**config.mk**
```make
export PLATFORM = sky130hd
export DESIGN_NAME = scaler_cfg_ctrl
export DESIGN_NICKNAME = d
export VERILOG_FILES = /design/src/rtl/scaler_cfg_pkg.sv /design/src/rtl/serial_divider.sv /design/src/rtl/scaler_cfg_ctrl.sv
export SDC_FILE = /design/constraint.sdc
export NUM_CORES = 1
export LEC_CHECK = 0
export ABC_AREA = 1
export BUFFER_PORTS_ARGS = -buffer_cell sky130_fd_sc_hd__buf_2
export CAP_MARGIN = 20
export CORE_MARGIN = 2
export CORE_UTILIZATION = 55
export CTS_BUF_LIST = sky130_fd_sc_hd__clkbuf_4
export DETAILED_ROUTE_END_ITERATION = 7
export PLACE_DENSITY = 0.75
export SLEW_MARGIN = 20
export SYNTH_ARGS = -nofsm -noshare
export SYNTH_HDL_FRONTEND = slang
export SYNTH_SLANG_ARGS = --single-unit
export TNS_END_PERCENT = 10
```
**constraint.sdc**
```tcl
create_clock -name clk -period 9.52 [get_ports clk]
set_input_delay 1.904 -clock clk [delete_from_list [all_inputs] [get_ports clk]]
set_output_delay 1.904 -clock clk [all_outputs]
set_load 0.1 [all_outputs]
```
**src/rtl/scaler_cfg_pkg.sv**
```systemverilog
// scaler_cfg_pkg: shared constants, FSM states and config-set struct for the scaler config path
package scaler_cfg_pkg;
  localparam int X_RES_WIDTH = 11;
  localparam int Y_RES_WIDTH = 11;
  localparam int SCALE_INT_BITS = 4;
  localparam int SCALE_FRAC_BITS = 14;
  localparam int SCALE_BITS = SCALE_INT_BITS + SCALE_FRAC_BITS;
  localparam int RES_W = X_RES_WIDTH > Y_RES_WIDTH ? X_RES_WIDTH : Y_RES_WIDTH;
  localparam int DIV_BITS = RES_W + 1 + SCALE_FRAC_BITS;
  typedef enum logic [2:0] {IDLE, CHECK, DIV_X, DIV_Y, PEND} state_t;
  typedef struct packed {
    logic [X_RES_WIDTH-1:0] start_x;
    logic [X_RES_WIDTH-1:0] end_x;
    logic [Y_RES_WIDTH-1:0] start_y;
    logic [Y_RES_WIDTH-1:0] end_y;
    logic [X_RES_WIDTH-1:0] input_x_res;
    logic [Y_RES_WIDTH-1:0] input_y_res;
    logic [X_RES_WIDTH-1:0] output_x_res;
    logic [Y_RES_WIDTH-1:0] output_y_res;
    logic [SCALE_BITS-1:0]  x_scale;
    logic [SCALE_BITS-1:0]  y_scale;
    logic                   nearest_neighbor;
  } cfg_t;
endpackage

```
**src/rtl/serial_divider.sv**
```systemverilog
// serial_divider: unsigned restoring divider, one quotient bit per cycle MSB first, N-cycle latency
module serial_divider
  import scaler_cfg_pkg::*;
#(
  parameter int N  = DIV_BITS,
  parameter int D  = RES_W + 1,
  parameter int QW = SCALE_BITS
) (
  input  logic          clk,
  input  logic          rst_n,
  input  logic          start,
  input  logic [N-1:0]  dividend,
  input  logic [D-1:0]  divisor,
  output logic          done,
  output logic [QW-1:0] quotient
);
  localparam int CW = $clog2(N + 1);
  logic [D-1:0] rem, dvs;
  logic [D:0] rem_sh;
  logic [N-1:0] q, q_nx;
  logic [CW-1:0] cnt;
  logic ge;
  // q shifts dividend bits out of the top while quotient bits enter at the bottom
  assign rem_sh = {rem, q[N-1]};
  assign ge = rem_sh >= {1'b0, dvs};
  assign q_nx = {q[N-2:0], ge};
  assign done = cnt == CW'(1);
  assign quotient = q_nx[QW-1:0];
  always_ff @(posedge clk or negedge rst_n)
    if (!rst_n) begin
      rem <= '0;
      dvs <= '0;
      q   <= '0;
      cnt <= '0;
    end else if (start) begin
      rem <= '0;
      dvs <= divisor;
      q   <= dividend;
      cnt <= CW'(N);
    end else if (cnt != '0) begin
      rem <= ge ? D'(rem_sh - {1'b0, dvs}) : rem_sh[D-1:0];
      q   <= q_nx;
      cnt <= cnt - CW'(1);
    end
endmodule

```
**src/rtl/scaler_cfg_ctrl.sv**
```systemverilog
// scaler_cfg_ctrl: validates scaler config, computes Q4.14 scale factors serially, applies on frame start
module scaler_cfg_ctrl
  import scaler_cfg_pkg::*;
(
  input  logic                   clk,
  input  logic                   rst_n,
  input  logic [X_RES_WIDTH-1:0] cfg_start_x,
  input  logic [X_RES_WIDTH-1:0] cfg_end_x,
  input  logic [Y_RES_WIDTH-1:0] cfg_start_y,
  input  logic [Y_RES_WIDTH-1:0] cfg_end_y,
  input  logic [X_RES_WIDTH-1:0] cfg_out_x_res,
  input  logic [Y_RES_WIDTH-1:0] cfg_out_y_res,
  input  logic                   cfg_nearest,
  input  logic                   cfg_wr,
  input  logic                   frame_start,
  output logic                   cfg_busy,
  output logic                   cfg_err,
  output logic                   cfg_pending,
  output logic                   cfg_applied,
  output logic                   scaler_en,
  output logic [X_RES_WIDTH-1:0] start_x,
  output logic [X_RES_WIDTH-1:0] end_x,
  output logic [Y_RES_WIDTH-1:0] start_y,
  output logic [Y_RES_WIDTH-1:0] end_y,
  output logic [X_RES_WIDTH-1:0] input_x_res,
  output logic [Y_RES_WIDTH-1:0] input_y_res,
  output logic [X_RES_WIDTH-1:0] output_x_res,
  output logic [Y_RES_WIDTH-1:0] output_y_res,
  output logic [SCALE_BITS-1:0]  x_scale,
  output logic [SCALE_BITS-1:0]  y_scale,
  output logic                   nearest_neighbor
);
  state_t state, state_nx;
  cfg_t stg, pnd, act;
  logic [X_RES_WIDTH-1:0] in_x1;
  logic [Y_RES_WIDTH-1:0] in_y1;
  logic [X_RES_WIDTH:0] ox1;
  logic [Y_RES_WIDTH:0] oy1;
  logic bad, div_start, div_done, take_wr;
  logic [DIV_BITS-1:0] dividend;
  logic [RES_W:0] divisor;
  logic [SCALE_BITS-1:0] quotient;
  assign in_x1 = stg.end_x - stg.start_x;
  assign in_y1 = stg.end_y - stg.start_y;
  assign ox1 = (X_RES_WIDTH+1)'(stg.output_x_res) + (X_RES_WIDTH+1)'(1);
  assign oy1 = (Y_RES_WIDTH+1)'(stg.output_y_res) + (Y_RES_WIDTH+1)'(1);
  // ratio must stay below 2^SCALE_INT_BITS so the quotient fits SCALE_BITS
  assign bad = stg.end_x <= stg.start_x || stg.end_y <= stg.start_y
    || (X_RES_WIDTH+1+SCALE_INT_BITS)'(in_x1) >= {ox1, {SCALE_INT_BITS{1'b0}}}
    || (Y_RES_WIDTH+1+SCALE_INT_BITS)'(in_y1) >= {oy1, {SCALE_INT_BITS{1'b0}}};
  assign dividend = state == CHECK ? DIV_BITS'({in_x1, {SCALE_FRAC_BITS{1'b0}}})
                                   : DIV_BITS'({in_y1, {SCALE_FRAC_BITS{1'b0}}});
  assign divisor = state == CHECK ? (RES_W+1)'(ox1) : (RES_W+1)'(oy1);
  assign take_wr = cfg_wr && (state == IDLE || (state == PEND && !frame_start));
  assign cfg_busy = state == CHECK || state == DIV_X || state == DIV_Y;
  assign cfg_pending = state == PEND;
  serial_divider u_div (
    .clk      (clk),
    .rst_n    (rst_n),
    .start    (div_start),
    .dividend (dividend),
    .divisor  (divisor),
    .done     (div_done),
    .quotient (quotient)
  );
  always_ff @(posedge clk or negedge rst_n)
    if (!rst_n) state <= IDLE;
    else state <= state_nx;
  always_comb begin
    state_nx = state;
    div_start = 1'b0;
    case (state)
      IDLE: state_nx = cfg_wr ? CHECK : IDLE;
      CHECK: begin
        state_nx = bad ? IDLE : DIV_X;
        div_start = !bad;
      end
      DIV_X: begin
        state_nx = div_done ? DIV_Y : DIV_X;
        div_start = div_done;
      end
      DIV_Y: state_nx = div_done ? PEND : DIV_Y;
      PEND: state_nx = frame_start ? IDLE : cfg_wr ? CHECK : PEND;
      default: state_nx = IDLE;
    endcase
  end
  always_ff @(posedge clk or negedge rst_n)
    if (!rst_n) begin
      stg <= '0;
      pnd <= '0;
      act <= '0;
      cfg_err <= 1'b0;
      cfg_applied <= 1'b0;
      scaler_en <= 1'b0;
    end else begin
      cfg_applied <= 1'b0;
      if (take_wr) begin
        stg.start_x <= cfg_start_x;
        stg.end_x <= cfg_end_x;
        stg.start_y <= cfg_start_y;
        stg.end_y <= cfg_end_y;
        stg.output_x_res <= cfg_out_x_res;
        stg.output_y_res <= cfg_out_y_res;
        stg.nearest_neighbor <= cfg_nearest;
      end
      if (state == CHECK) begin
        cfg_err <= bad;
        stg.input_x_res <= in_x1 - X_RES_WIDTH'(1);
        stg.input_y_res <= in_y1 - Y_RES_WIDTH'(1);
      end
      if (state == DIV_X && div_done) stg.x_scale <= quotient;
      if (state == DIV_Y && div_done) begin
        pnd <= stg;
        pnd.y_scale <= quotient;
      end
      if (state == PEND && frame_start) begin
        act <= pnd;
        cfg_applied <= 1'b1;
        scaler_en <= 1'b1;
      end
    end
  assign start_x = act.start_x;
  assign end_x = act.end_x;
  assign start_y = act.start_y;
  assign end_y = act.end_y;
  assign input_x_res = act.input_x_res;
  assign input_y_res = act.input_y_res;
  assign output_x_res = act.output_x_res;
  assign output_y_res = act.output_y_res;
  assign x_scale = act.x_scale;
  assign y_scale = act.y_scale;
  assign nearest_neighbor = act.nearest_neighbor;
endmodule

```
==> impl_metrics.py <==
metrics = {
    "synthesis": {
        "synth-seq-cells": 418,
        "synth.net_count": 2384,
        "synth-seq-area-share_pct": 55.24,
        "syn_avg_cell_area_um2": 8.393,
        "syn_inst": 2256,
        "synth.distinct_cells": 43,
        "synth_edf_count": 0,
        "yosys_warnings": 0,
        "ys.flop_type": "dfrtp_1",
        "async_flop_share_pct": 100.0,
        "syn_area_mm2": 0.01894,
    },
    "power_and_ir_drop": {
        "p_per_area_mw_per_mm2": 351.0,
        "power.total_mw": 7.570,
        "leakagePower_nw": 11.77,
        "ir_drop_v": 0.0002258,
    },
    "floorplanning": {
        "core_area_mm2": 0.03370,
        "dieArea_mm2": 0.03593,
        "die_w_um": 189.6,
        "chipHeight_um": 189.6,
        "rows": 67,
        "start_util_pct": 56.19,
        "io_pins": 201,
    },
    "layout": {
        "syn_to_final_growth_pct": 13.89,
        "fin_util_pct": 63.99,
        "fillerInstances": 2907,
        "final_nets": 2603,
        "multi_input_area_mm2": 0.007268,
        "drive_above_1_share_pct": 15.18,
        "fin_cells": 3000,
        "final_cell_area_mm2": 0.02157,
        "mostFrequentLayoutCells": "nand2_1, dfrtp_1, o21ai_0",
        "layout.area.seq_mm2": 0.01046,
        "final_common_cell": "nand2_1",
    },
    "placed_design": {
        "post_dp_cell_area_mm2": 0.02024,
        "place_congestion": 0.9171,
        "port_buffers": 200,
        "dp_hpwl_um": 32370,
        "dp.cells": 2815,
    },
    "global_route": {
        "antenna_found_initial": 2,
        "grt_first_pass_wirelength_um": 76730,
        "grt_pass1_vias": 15165,
        "grt_max_degree": 162,
        "grt_use_total_pct": 26.60,
        "overflow": 0,
    },
    "timing": {
        "maxSlewViolCount": 0,
        "final_hold_viol_count": 0,
        "setup_viol": 0,
        "finalCriticalPeriod_ns": 4.061,
        "rsz0062_at_grt": "no",
        "fin_setup_tns_ns": 0,
        "max-slew-margin-rel_pct": 32.93,
        "final.setup_skew_ns": 0.06069,
        "worst_slew_pin_slew_ns": 1.006,
        "max_freq_ghz": 0.2462,
        "post-route-period-util_pct": 42.66,
    },
    "clock_network": {
        "clkTransAtPathRegs_ns": 0.07,
        "clock_latency_ns": 0.82,
        "cts_setup_buffers": 0,
        "ctsRootBufferMaster": "clkbuf_4",
        "clock-sinks": 418,
        "cts.hold.buffers_added": 0,
        "cts_buffers": 105,
        "cts_resized": 0,
        "cts_htree_levels": 3,
        "cts_max_path_buffers": 3,
        "cts_tree": "done",
    },
    "outcome": {
        "status": "finished, final reports clean",
    },
    "job": {
        "maxCapViolations": 0,
    },
    "setup_path": {
        "critical_path_required_ns": 7.62,
        "cp-end-kind": "primary output",
        "cp_max_fo": 3,
        "path_cells": "nor2_1 > inv_1 > nor2_1 > buf_2",
        "path_delay_family": "buffers and inverters",
        "critPathArrivalTime_ns": 2.16,
        "cp.buffers_inverters": 2,
        "crit_top_cell": "nor2_1",
        "slowest_stage": "dfrtp_1",
        "cpPeakStageDelay_ns": 0.43,
        "crit_type": "reg2out",
        "start_kind": "register",
    },
    "route": {
        "num_vias": 15812,
        "wl_um": 46440,
        "viasPerCell": 5.271,
        "drt_iter0_markers": 1340,
        "drc": 0,
        "ant_nets": 0,
        "routedWlPerCell_um": 15.48,
        "dr.pass1.iters": 6,
    },
    "min_path": {
        "hold_path_class": "reg2reg",
    },
}
==> metrics by stage <==
step,setup WS [ns],hold slack (ns)
3_3_place_gp,5.023,0.4487
2_1_floorplan,5.733,0.4419
3_5_place_dp,4.913,0.4488
4_1_cts,4.913,0.4406
6_report,5.459,0.4549
5_1_grt,5.067,0.4871
==> where the power goes <==
group / leakage [nW] / internal (mW) / switching, mW
logic: 5.55 / 1.16 / 2.41
registers: 5.45 / 2.25 / 0.298
clock network: 0.763 / 0.746 / 0.712
==> worst paths after layout <==
kind	start	end	slack, ns	depth (start not counted)
min	pnd[122]	start_x[8]	0.45	2
min reg2reg	pnd[122]	start_x[8]	0.45	2
max	state[1]	cfg_pending	5.46	4
max in group asynchronous	rst_n	stg[74]	6.79	2
max reg2reg	stg[83]	u_div.rem[10]	5.48	22
min in group asynchronous	rst_n	pnd[108]	1.15	1
==> layout make-up <==
class / instances / area share [%]
inverter: 220 / 3.841
multi-input combinational: 1516 / 33.70
tap: 448 / 2.599
timing repair buffer: 214 / 5.291
sequential: 418 / 48.50
clock buffer: 148 / 5.152
antenna: 2 / 0.02321
clock inverter: 34 / 0.8877
==> layer usage <==
| layer | wire, µm | track usage, % | share of wire (%) | vias up |
|---|---|---|---|---|
| li1 | - | - | - | 7702 |
| met1 | 22500 | 39.83 | 48 | 7598 |
| met2 | 20430 | 39.53 | 44 | 453 |
| met4 | 794 | 8.587 | 1.7 | 0 |
| met3 | 2713 | 4.888 | 5.8 | 59 |
| met5 | 0 | 0 | 0 | - |
==> cells in the mapped netlist (all sizes together) (2+ instances only) <==
library cell,n,area share [%]
dfrtp,418,55
and2,3,0.099
clkbuf,89,1.8
mux2,2,0.12
nand3,71,1.9
ha,54,3.6
or2,2,0.066
a22oi,2,0.079
a21oi,104,2.7
o21ai,240,6.3
buf,13,0.41
nand3b,13,0.52
nand2,762,15
inv,219,4.3
xor2,15,0.69
o21bai,3,0.12
o21a,4,0.16
nand4,58,1.9
a21o,3,0.12
nor3,12,0.38
fa,3,0.32
a21boi,2,0.079
xnor2,13,0.60
nor2,143,3.0
==> cell families after synthesis <==
kind of cell / count (synthesis) / synth area share [%]
simple gates: 1065 / 23.03
flops: 418 / 55.24
compound gates: 364 / 9.898
buf+inv: 322 / 6.535
fa+ha+maj: 57 / 3.885
xor+xnor: 28 / 1.295
mux: 2 / 0.1189
==> tightest hold or removal path, delay by kind of cell (launching register included) <==
kind,cells,cell delay [ns]
simple gates,2,0.13
flops,1,0.34
==> registers in the layout, summed over array words and instances, names as in the netlist <==
| signal | flops |
|---|---|
| cfg_applied | 1 |
| pnd | 125 |
| start_x | 11 |
| cfg_err | 1 |
| end_y | 11 |
| y_scale | 18 |
| x_scale | 18 |
| start_y | 11 |
| output_x_res | 11 |
| u_div.cnt | 5 |
| u_div.q | 26 |
| input_x_res | 11 |
| u_div.dvs | 12 |
| scaler_en | 1 |
| input_y_res | 11 |
| nearest_neighbor | 1 |
| output_y_res | 11 |
| end_x | 11 |
| u_div.rem | 12 |
| state | 3 |
| stg | 107 |
Note: power is estimated with default switching activity, not from simulation.
